### src/rtl/fetch_unit.sv
// Instruction fetch sequencer: owns the program counter, steps or branches it
// while a program runs, and counts executed (non-stalled) cycles.
module fetch_unit #(
    parameter int PC_W  = 10,
    parameter int CNT_W = 16
) (
    input  logic             Clk,
    input  logic             Reset,
    input  logic             Start,
    input  logic [PC_W-1:0]  StartAddr,
    input  logic             Stall,
    input  logic             Ack,
    input  logic             BranchEn,
    input  logic             OffsetSrc,
    input  logic [PC_W-1:0]  LutOffset,
    input  logic [7:0]       RegOffset,
    output logic [PC_W-1:0]  ProgCtr,
    output logic             InstrValid,
    output logic             Done,
    output logic [CNT_W-1:0] CycleCount
);

    typedef enum logic [1:0] {
        IDLE = 2'd0,
        RUN  = 2'd1,
        HALT = 2'd2
    } state_t;

    state_t            state_q, state_d;
    logic [PC_W-1:0]   pc_q, pc_d;
    logic [CNT_W-1:0]  cnt_q, cnt_d;
    logic signed [PC_W-1:0] offset;

    function automatic logic signed [PC_W-1:0] sext_reg(input logic [7:0] v);
        return PC_W'($signed(v));
    endfunction

    // Counter sticks at all-ones instead of wrapping back to zero.
    function automatic logic [CNT_W-1:0] sat_inc(input logic [CNT_W-1:0] c);
        return (&c) ? c : c + CNT_W'(1);
    endfunction

    always_comb begin
        offset = OffsetSrc ? sext_reg(RegOffset) : $signed(LutOffset);
    end

    always_comb begin
        state_d = state_q;
        pc_d    = pc_q;
        cnt_d   = cnt_q;
        if (Start) begin
            state_d = RUN;
            pc_d    = StartAddr;
            cnt_d   = '0;
        end else begin
            case (state_q)
                RUN: begin
                    if (!Stall) begin
                        cnt_d = sat_inc(cnt_q);
                        if (Ack) begin
                            // PC stays on the halting instruction.
                            state_d = HALT;
                        end else if (BranchEn) begin
                            pc_d = pc_q + offset;
                        end else begin
                            pc_d = pc_q + PC_W'(1);
                        end
                    end
                end
                IDLE, HALT: begin
                    state_d = state_q;
                end
                default: begin
                    state_d = IDLE;
                end
            endcase
        end
    end

    always_ff @(posedge Clk) begin
        if (Reset) begin
            state_q <= IDLE;
            pc_q    <= '0;
            cnt_q   <= '0;
        end else begin
            state_q <= state_d;
            pc_q    <= pc_d;
            cnt_q   <= cnt_d;
        end
    end

    assign ProgCtr    = pc_q;
    assign CycleCount = cnt_q;
    assign InstrValid = (state_q == RUN);
    assign Done       = (state_q == HALT);

endmodule

### config.mk
export PLATFORM = sky130hd
export DESIGN_NAME = fetch_unit
export DESIGN_NICKNAME = d
export VERILOG_FILES = /design/src/rtl/fetch_unit.sv
export SDC_FILE = /design/constraint.sdc
export NUM_CORES = 1
export LEC_CHECK = 0
export ABC_AREA = 1
export CAP_MARGIN = 30
export CELL_PAD_IN_SITES_DETAIL_PLACEMENT = 1
export CELL_PAD_IN_SITES_GLOBAL_PLACEMENT = 1
export CORE_MARGIN = 2
export CORE_UTILIZATION = 33
export CTS_CLUSTER_DIAMETER = 120
export DETAILED_ROUTE_END_ITERATION = 8
export PLACE_DENSITY = 0.79
export SYNTH_ARGS = -nofsm -noshare
export SYNTH_HDL_FRONTEND = slang
export SYNTH_SLANG_ARGS = --single-unit
### constraint.sdc
create_clock -name Clk -period 2.1 [get_ports Clk]
set_input_delay 0.21 -clock Clk [delete_from_list [all_inputs] [get_ports Clk]]
set_output_delay 0.21 -clock Clk [all_outputs]
set_load 0.02 [all_outputs]
==> impl_metrics.py, run 1 <==
metrics = {
    "routing": {
        "drtIter0Drc": 59,
        "drc": 0,
        "vias_per_cell": 5.04,
        "wl_per_cell_um": 14.6,
        "dr.pass1.iters": 4,
        "ant_nets": 0,
        "wl_um": 7030,
        "via_count": 2420,
    },
    "power_and_ir_drop": {
        "power-per-cell-area_nw_per_um2": 429,
        "power_leakage_nw": 1.23,
        "vdd_drop_max_v": 0.000264,
    },
    "sta": {
        "finalCritPeriodShare": 0.943,
        "setup_viol": 0,
        "layout_min_cycle_time_ps": 1980,
        "rsz0062_at_grt": "yes",
        "tightest_slew_ps": 627,
        "hold_viol": 0,
        "fin_tns_setup_ps": 0,
        "fmax_ghz": 0.505,
        "skew_ps": 5.27,
        "drv_slew": 0,
        "slew_headroom": 0.582,
        "hold-worst-slack_ps": 495,
    },
    "worst_setup_path": {
        "critPathCaptureType": "flop",
        "path_max_fanout": 10,
        "reg2reg_slack_ps": 380,
        "worstSetupPathType": "in -> reg",
        "r2r_start": "CycleCount[1]",
        "crit_required_ps": 2280,
        "cp.arrival_ps": 2160,
        "cp-start-kind": "input port",
        "r2r-end": "CycleCount[13]",
        "reg2regPathDepth": 8,
    },
    "clock_tree": {
        "cts.sinks": 28,
        "cts_tree": "built",
        "cts_root_buffer": "clkbuf_8",
        "cts_buffers": 3,
        "postCtsHoldBufs": 0,
        "clkLatencyLatePin_ps": 280,
        "path_clk_slew_ps": 110,
        "cts_htree_levels": 1,
        "clockBufferDepth": 2,
    },
    "min_path": {
        "holdCritStartpoint": "StartAddr[3]",
        "whs_endpoint": "ProgCtr[3]",
        "hold_path.class": "in -> reg",
        "hold_depth": 3,
    },
    "die": {
        "start_util": 0.338,
        "rows": 29,
        "fp.dieH_um": 84.4,
        "die-area_um2": 7120,
        "die_w_um": 84.4,
        "coreArea_um2": 6310,
        "ios": 63,
    },
    "synth": {
        "netlist_instances": 324,
        "synthesis.nets": 370,
        "avgSynthCellArea_um2": 6.58,
        "yosysSeqAreaShare": 0.263,
        "synth_cell_types": 37,
        "yosysWarnings": 0,
        "syn_area_um2": 2130,
        "ys_seq_elements": 28,
    },
    "flow_run": {
        "max-cap-violations": 0,
    },
    "finish": {
        "layout.nets": 450,
        "syn_to_final_growth_pct": 41.9,
        "diodes": 0,
        "utilization": 0.480,
        "drive_gt1_frac": 0.151,
    },
    "placed_design": {
        "gp_congestion": 0.901,
        "io_buffers": 62,
        "dpl.hpwl_um": 5820,
    },
    "global_routing": {
        "grt_max_degree": 16,
        "antenna_found_initial": 0,
        "grt.total_usage": 0.200,
        "grt_pass1_wl_um": 11800,
        "grt.overflow.total": 0,
        "grt_pass1_vias": 2560,
    },
    "outcome": {
        "run_status": "finished, final reports clean",
    },
}
## metrics by stage
step | setup WS, ps | instances | instance area (um2) | power [W]
global route | -7.39 | 480 | 3030 | 0.00137
floorplan | 231 | 324 | 2130 | 0.000756
CTS | 66.1 | 479 | 3010 | 0.00131
global placement | -308 | 475 | 2960 | 0.000939
finish | 120 | 480 | 3030 | 0.00130
detailed placement | -407 | 475 | 2960 | 0.000948
## final cells by class
cell class                      count  area [um2]
Multi-Input combinational cell    256        1410
Clock buffer                        4        55.1
Inverter                           32         120
Sequential cell                    28         561
Tap cell                           77        96.3
Fill cell                         827        3290
Timing Repair Buffer               83         790
## sequential cells by signal, indices dropped and copies added, names as in the netlist
| register | cells |
|---|---|
| state_q | 2 |
| CycleCount | 16 |
| ProgCtr | 10 |
## cells in the mapped netlist
| cell type | count | area share |
|---|---|---|
| nand2_2 | 10 | 0.029 |
| xor2_1 | 10 | 0.041 |
| fa_1 | 1 | 0.0094 |
| nand2_1 | 89 | 0.16 |
| nand4_4 | 1 | 0.010 |
| a211oi_1 | 1 | 0.0035 |
| a21oi_2 | 8 | 0.033 |
| a311oi_1 | 2 | 0.0082 |
| nand4_1 | 4 | 0.012 |
| a22oi_1 | 5 | 0.018 |
| o21bai_1 | 2 | 0.0070 |
| a21o_1 | 1 | 0.0035 |
| nand3_1 | 23 | 0.054 |
| nand2_4 | 1 | 0.0053 |
| inv_2 | 2 | 0.0035 |
| dfxtp_1 | 28 | 0.26 |
| a31oi_1 | 2 | 0.0059 |
| nor3_1 | 5 | 0.012 |
| buf_2 | 3 | 0.0070 |
| nor2_2 | 5 | 0.015 |
| buf_6 | 1 | 0.0053 |
| or2_2 | 1 | 0.0029 |
| and2_1 | 1 | 0.0029 |
| clkbuf_1 | 3 | 0.0053 |
| ha_1 | 10 | 0.059 |
| o21ai_0 | 11 | 0.026 |
| inv_1 | 30 | 0.053 |
| a21oi_1 | 20 | 0.047 |
| or2_0 | 1 | 0.0029 |
| nor3_2 | 2 | 0.0094 |
| buf_12 | 1 | 0.0094 |
| nand3_2 | 1 | 0.0047 |
| nand3b_1 | 1 | 0.0035 |
| or2_1 | 1 | 0.0029 |
| nor2_4 | 1 | 0.0053 |
| xnor2_1 | 1 | 0.0041 |
| nor2_1 | 35 | 0.062 |
## worst max-delay path by stage
stage / endpoint / cells after the start / startpoint / slack, ps
after floorplan: ProgCtr[4] / 11 / OffsetSrc / 230
after global placement: ProgCtr[4] / 11 / OffsetSrc / -310
after detailed placement: ProgCtr[4] / 11 / OffsetSrc / -410
after CTS: ProgCtr[4] / 10 / BranchEn / 70
after global routing: ProgCtr[6] / 11 / BranchEn / -7
final: ProgCtr[4] / 10 / BranchEn / 120
## repair_timing
| item | CTS | global route |
|---|---|---|
| gates resized for setup | 1 | 5 |
| endpoints found under the setup margin | 5 | 4 |
| setup buffers | 0 | 1 |
| pin swaps | 0 | 3 |
## cells by family (layout without fill, tap and decap cells)
kind of cell	after synthesis	count (layout)	share of synthesized area
AND/OR/NAND/NOR	182	182	0.389
AO/OA/AOI/OAI	52	52	0.151
buffers and inverters	40	119	0.0833
flip-flops	28	28	0.263
adder cells (fa/ha/maj)	11	11	0.0680
XOR/XNOR	11	11	0.0452
## where the power goes
group | switching [W] | internal [W]
clock | 0.000187 | 0.000168
combinational | 0.000185 | 0.000194
sequential | 0.0000167 | 0.000547
total | 0.000389 | 0.000909
## cell usage in the layout, fill, tap and decap left out, types with 11 or more instances in the layout
cell type         n
buf_4            20
dfxtp_1          28
a21oi_1          19
inv_1            30
nor2_1           35
nand3_1          23
nand2_1          88
clkdlybuf4s50_1  61
nand2_2          11
## per-layer routing
layer,track usage,vias up,part of all wire
met5,0,-,0
met4,0.0346,0,0.0065
met3,0.0157,4,0.016
met2,0.387,33,0.55
met1,0.243,1172,0.43
li1,-,1211,-
## worst max-delay path, cell delays in order
cell and delay, ps:
clkdlybuf4s50_1 450, buf_4 150, nand3_1 110, ha_1 230
fa_2 360, nand3_1 120, nand2_1 90, or2_2 290
nand3_1 80, a31oi_1 70
Note: power is estimated with default switching activity, not from simulation.
==> inputs of run 2 (changes only) <==
--- a/config.mk
+++ b/config.mk
@@ -11,7 +11,7 @@
 export CELL_PAD_IN_SITES_GLOBAL_PLACEMENT = 1
 export CORE_MARGIN = 2
 export CORE_UTILIZATION = 33
-export CTS_CLUSTER_DIAMETER = 120
+export CTS_CLUSTER_DIAMETER = 40
 export DETAILED_ROUTE_END_ITERATION = 8
 export PLACE_DENSITY = 0.79
 export SYNTH_ARGS = -nofsm -noshare
==> results of run 2 <==
No change in the layout: final DEF, timing and power equal those of run 1.
==> inputs of run 3 (changes only) <==
--- a/config.mk
+++ b/config.mk
@@ -10,10 +10,11 @@
 export CELL_PAD_IN_SITES_DETAIL_PLACEMENT = 1
 export CELL_PAD_IN_SITES_GLOBAL_PLACEMENT = 1
 export CORE_MARGIN = 2
-export CORE_UTILIZATION = 33
+export CORE_UTILIZATION = 35
 export CTS_CLUSTER_DIAMETER = 40
 export DETAILED_ROUTE_END_ITERATION = 8
-export PLACE_DENSITY = 0.79
+export GPL_TIMING_DRIVEN = 0
+export PLACE_DENSITY = 0.83
 export SYNTH_ARGS = -nofsm -noshare
 export SYNTH_HDL_FRONTEND = slang
 export SYNTH_SLANG_ARGS = --single-unit
==> constraint.sdc (replaced) <==
create_clock -name Clk -period 2.4 [get_ports Clk]
set_input_delay 0.24 -clock Clk [delete_from_list [all_inputs] [get_ports Clk]]
set_output_delay 0.24 -clock Clk [all_outputs]
set_load 0.02 [all_outputs]
==> impl_metrics.py, run 3 (synthesis gave the netlist of run 1 again) <==
metrics = {
    "outcome": {
        "run_status": "finished, final reports clean",
    },
    "min_path": {
        "holdCritStartpoint": "CycleCount[13]",
        "hold_depth": 2,
        "hold_path.class": "reg -> reg",
        "whs_endpoint": "CycleCount[13]",
    },
    "die": {
        "start_util": 0.360,
        "die_w_um": 82.1,
        "rows": 28,
        "coreArea_um2": 5920,
        "ios": 63,
        "fp.dieH_um": 82.1,
        "die-area_um2": 6740,
    },
    "clock_tree": {
        "clockBufferDepth": 2,
        "postCtsHoldBufs": 0,
        "cts_htree_levels": 1,
        "cts.sinks": 28,
        "cts_resized": 0,
        "path_clk_slew_ps": 110,
        "post_cts_buffers": 0,
        "cts_root_buffer": "clkbuf_8",
        "clkLatencyLatePin_ps": 290,
        "cts_tree": "built",
        "cts_buffers": 3,
    },
    "routing": {
        "drc": 0,
        "via_count": 2344,
        "wl_per_cell_um": 14.0,
        "dr.pass1.iters": 4,
        "drtIter0Drc": 46,
        "ant_nets": 0,
        "wl_um": 6470,
        "vias_per_cell": 5.06,
    },
    "sta": {
        "skew_ps": 9.11,
        "hold_viol": 0,
        "fmax_ghz": 0.504,
        "slew_headroom": 0.651,
        "drv_slew": 0,
        "rsz0062_at_grt": "no",
        "finalCritPeriodShare": 0.827,
        "setup_viol": 0,
        "layout_min_cycle_time_ps": 1980,
        "fin_tns_setup_ps": 0,
        "tightest_slew_ps": 524,
    },
    "placed_design": {
        "gp_congestion": 0.829,
        "dpl.hpwl_um": 5330,
        "io_buffers": 60,
    },
    "power_and_ir_drop": {
        "power_w": 0.00117,
        "power_leakage_nw": 1.15,
        "vdd_drop_max_v": 0.000217,
        "power-per-cell-area_nw_per_um2": 403,
    },
    "global_routing": {
        "grt.overflow.total": 0,
        "grt_pass1_vias": 2386,
        "grt_pass1_wl_um": 10900,
        "antenna_found_initial": 0,
        "grt.total_usage": 0.208,
        "grt-busiest-layer": "met2",
        "grt_use_met2": 0.402,
        "grtUsageMet1": 0.242,
        "grt_max_degree": 17,
        "use_met3": 0.0264,
    },
    "worst_setup_path": {
        "cpMostUsedCell": "nand3_1",
        "reg2reg_slack_ps": 590,
        "r2r-end": "ProgCtr[4]",
        "crit_chain": "clkdlybuf4s50_1 > nand2_1 > nand3_1 > ha_1 > fa_1 > nand3_1 > nand2_1 > or2_2 > nand3_1 > a31oi_1",
        "critPathBufInv": 1,
        "critical-path-max-stage-delay_ps": 410,
        "slowest_stage": "clkdlybuf4s50_1",
        "reg2regPathDepth": 7,
        "path_delay_family": "simple AND/OR/NAND/NOR gates",
        "cp.arrival_ps": 2140,
        "critPathCaptureType": "flop",
        "crit_required_ps": 2560,
        "cp-start-kind": "input port",
        "path_max_fanout": 3,
        "r2r_start": "ProgCtr[0]",
        "worstSetupPathType": "in -> reg",
    },
    "finish": {
        "syn_to_final_growth_pct": 35.9,
        "diodes": 0,
        "drive_gt1_frac": 0.106,
        "final_common_cell": "nand2_1",
        "layout_common_cells": "nand2_1, clkdlybuf4s50_1, nor2_1, inv_1, dfxtp_1",
        "layout.nets": 435,
        "largest_reg_flops": 16,
    },
    "flow_run": {
        "max-cap-violations": 0,
    },
}
[run 3: worst max path at each step]
| stage | end | cells past startpoint | startpoint | slack [ps] |
|---|---|---|---|---|
| floorplan | ProgCtr[4] | 11 | OffsetSrc | 500 |
| global route | ProgCtr[8] | 12 | RegOffset[0] | 250 |
| finish | ProgCtr[4] | 10 | LutOffset[0] | 420 |
| detailed placement | ProgCtr[4] | 10 | LutOffset[0] | 120 |
| global placement | ProgCtr[4] | 10 | RegOffset[0] | 140 |
| CTS | ProgCtr[4] | 10 | LutOffset[0] | 420 |
[run 3: area by class of cell]
cell class	count	area, um2
Fill cell	781	3020
Sequential cell	28	561
Timing Repair Buffer	60	601
Clock inverter	1	30.0
Tap cell	75	93.8
Multi-Input combinational cell	256	1400
Clock buffer	3	41.3
Inverter	32	120
Buffer	8	57.6
[run 3: power by group]
group / switching [W] / internal (W)
registers: 0.0000134 / 0.000479
logic: 0.000149 / 0.000134
clock network: 0.000170 / 0.000224
[run 3: worst reg2reg max path: cells and delay by family (launching register included)]
family	cells	cell delay [ps]
compound gates	1	80
fa+ha+maj	2	670
flops	1	350
simple gates	4	610
[run 3: metrics by stage]
stage | util | hold WS (ps) | instances | setup slack, ps | area, um2
6_report | 0.490 | 520 | 463 | 416 | 2900
5_1_grt | 0.490 | 545 | 463 | 250 | 2900
4_1_cts | 0.490 | 524 | 463 | 424 | 2900
3_5_place_dp | 0.478 | 509 | 459 | 117 | 2830
3_3_place_gp | 0.478 | 501 | 459 | 135 | 2830
2_1_floorplan | - | 385 | 324 | 501 | 2130
[run 3: layer usage]
layer / wire (um) / up-vias / share of wire
met5: 0 / - / 0
met4: 53 / 0 / 0.0082
met3: 149 / 4 / 0.023
met2: 3450 / 36 / 0.53
met1: 2810 / 1117 / 0.43
li1: - / 1187 / -
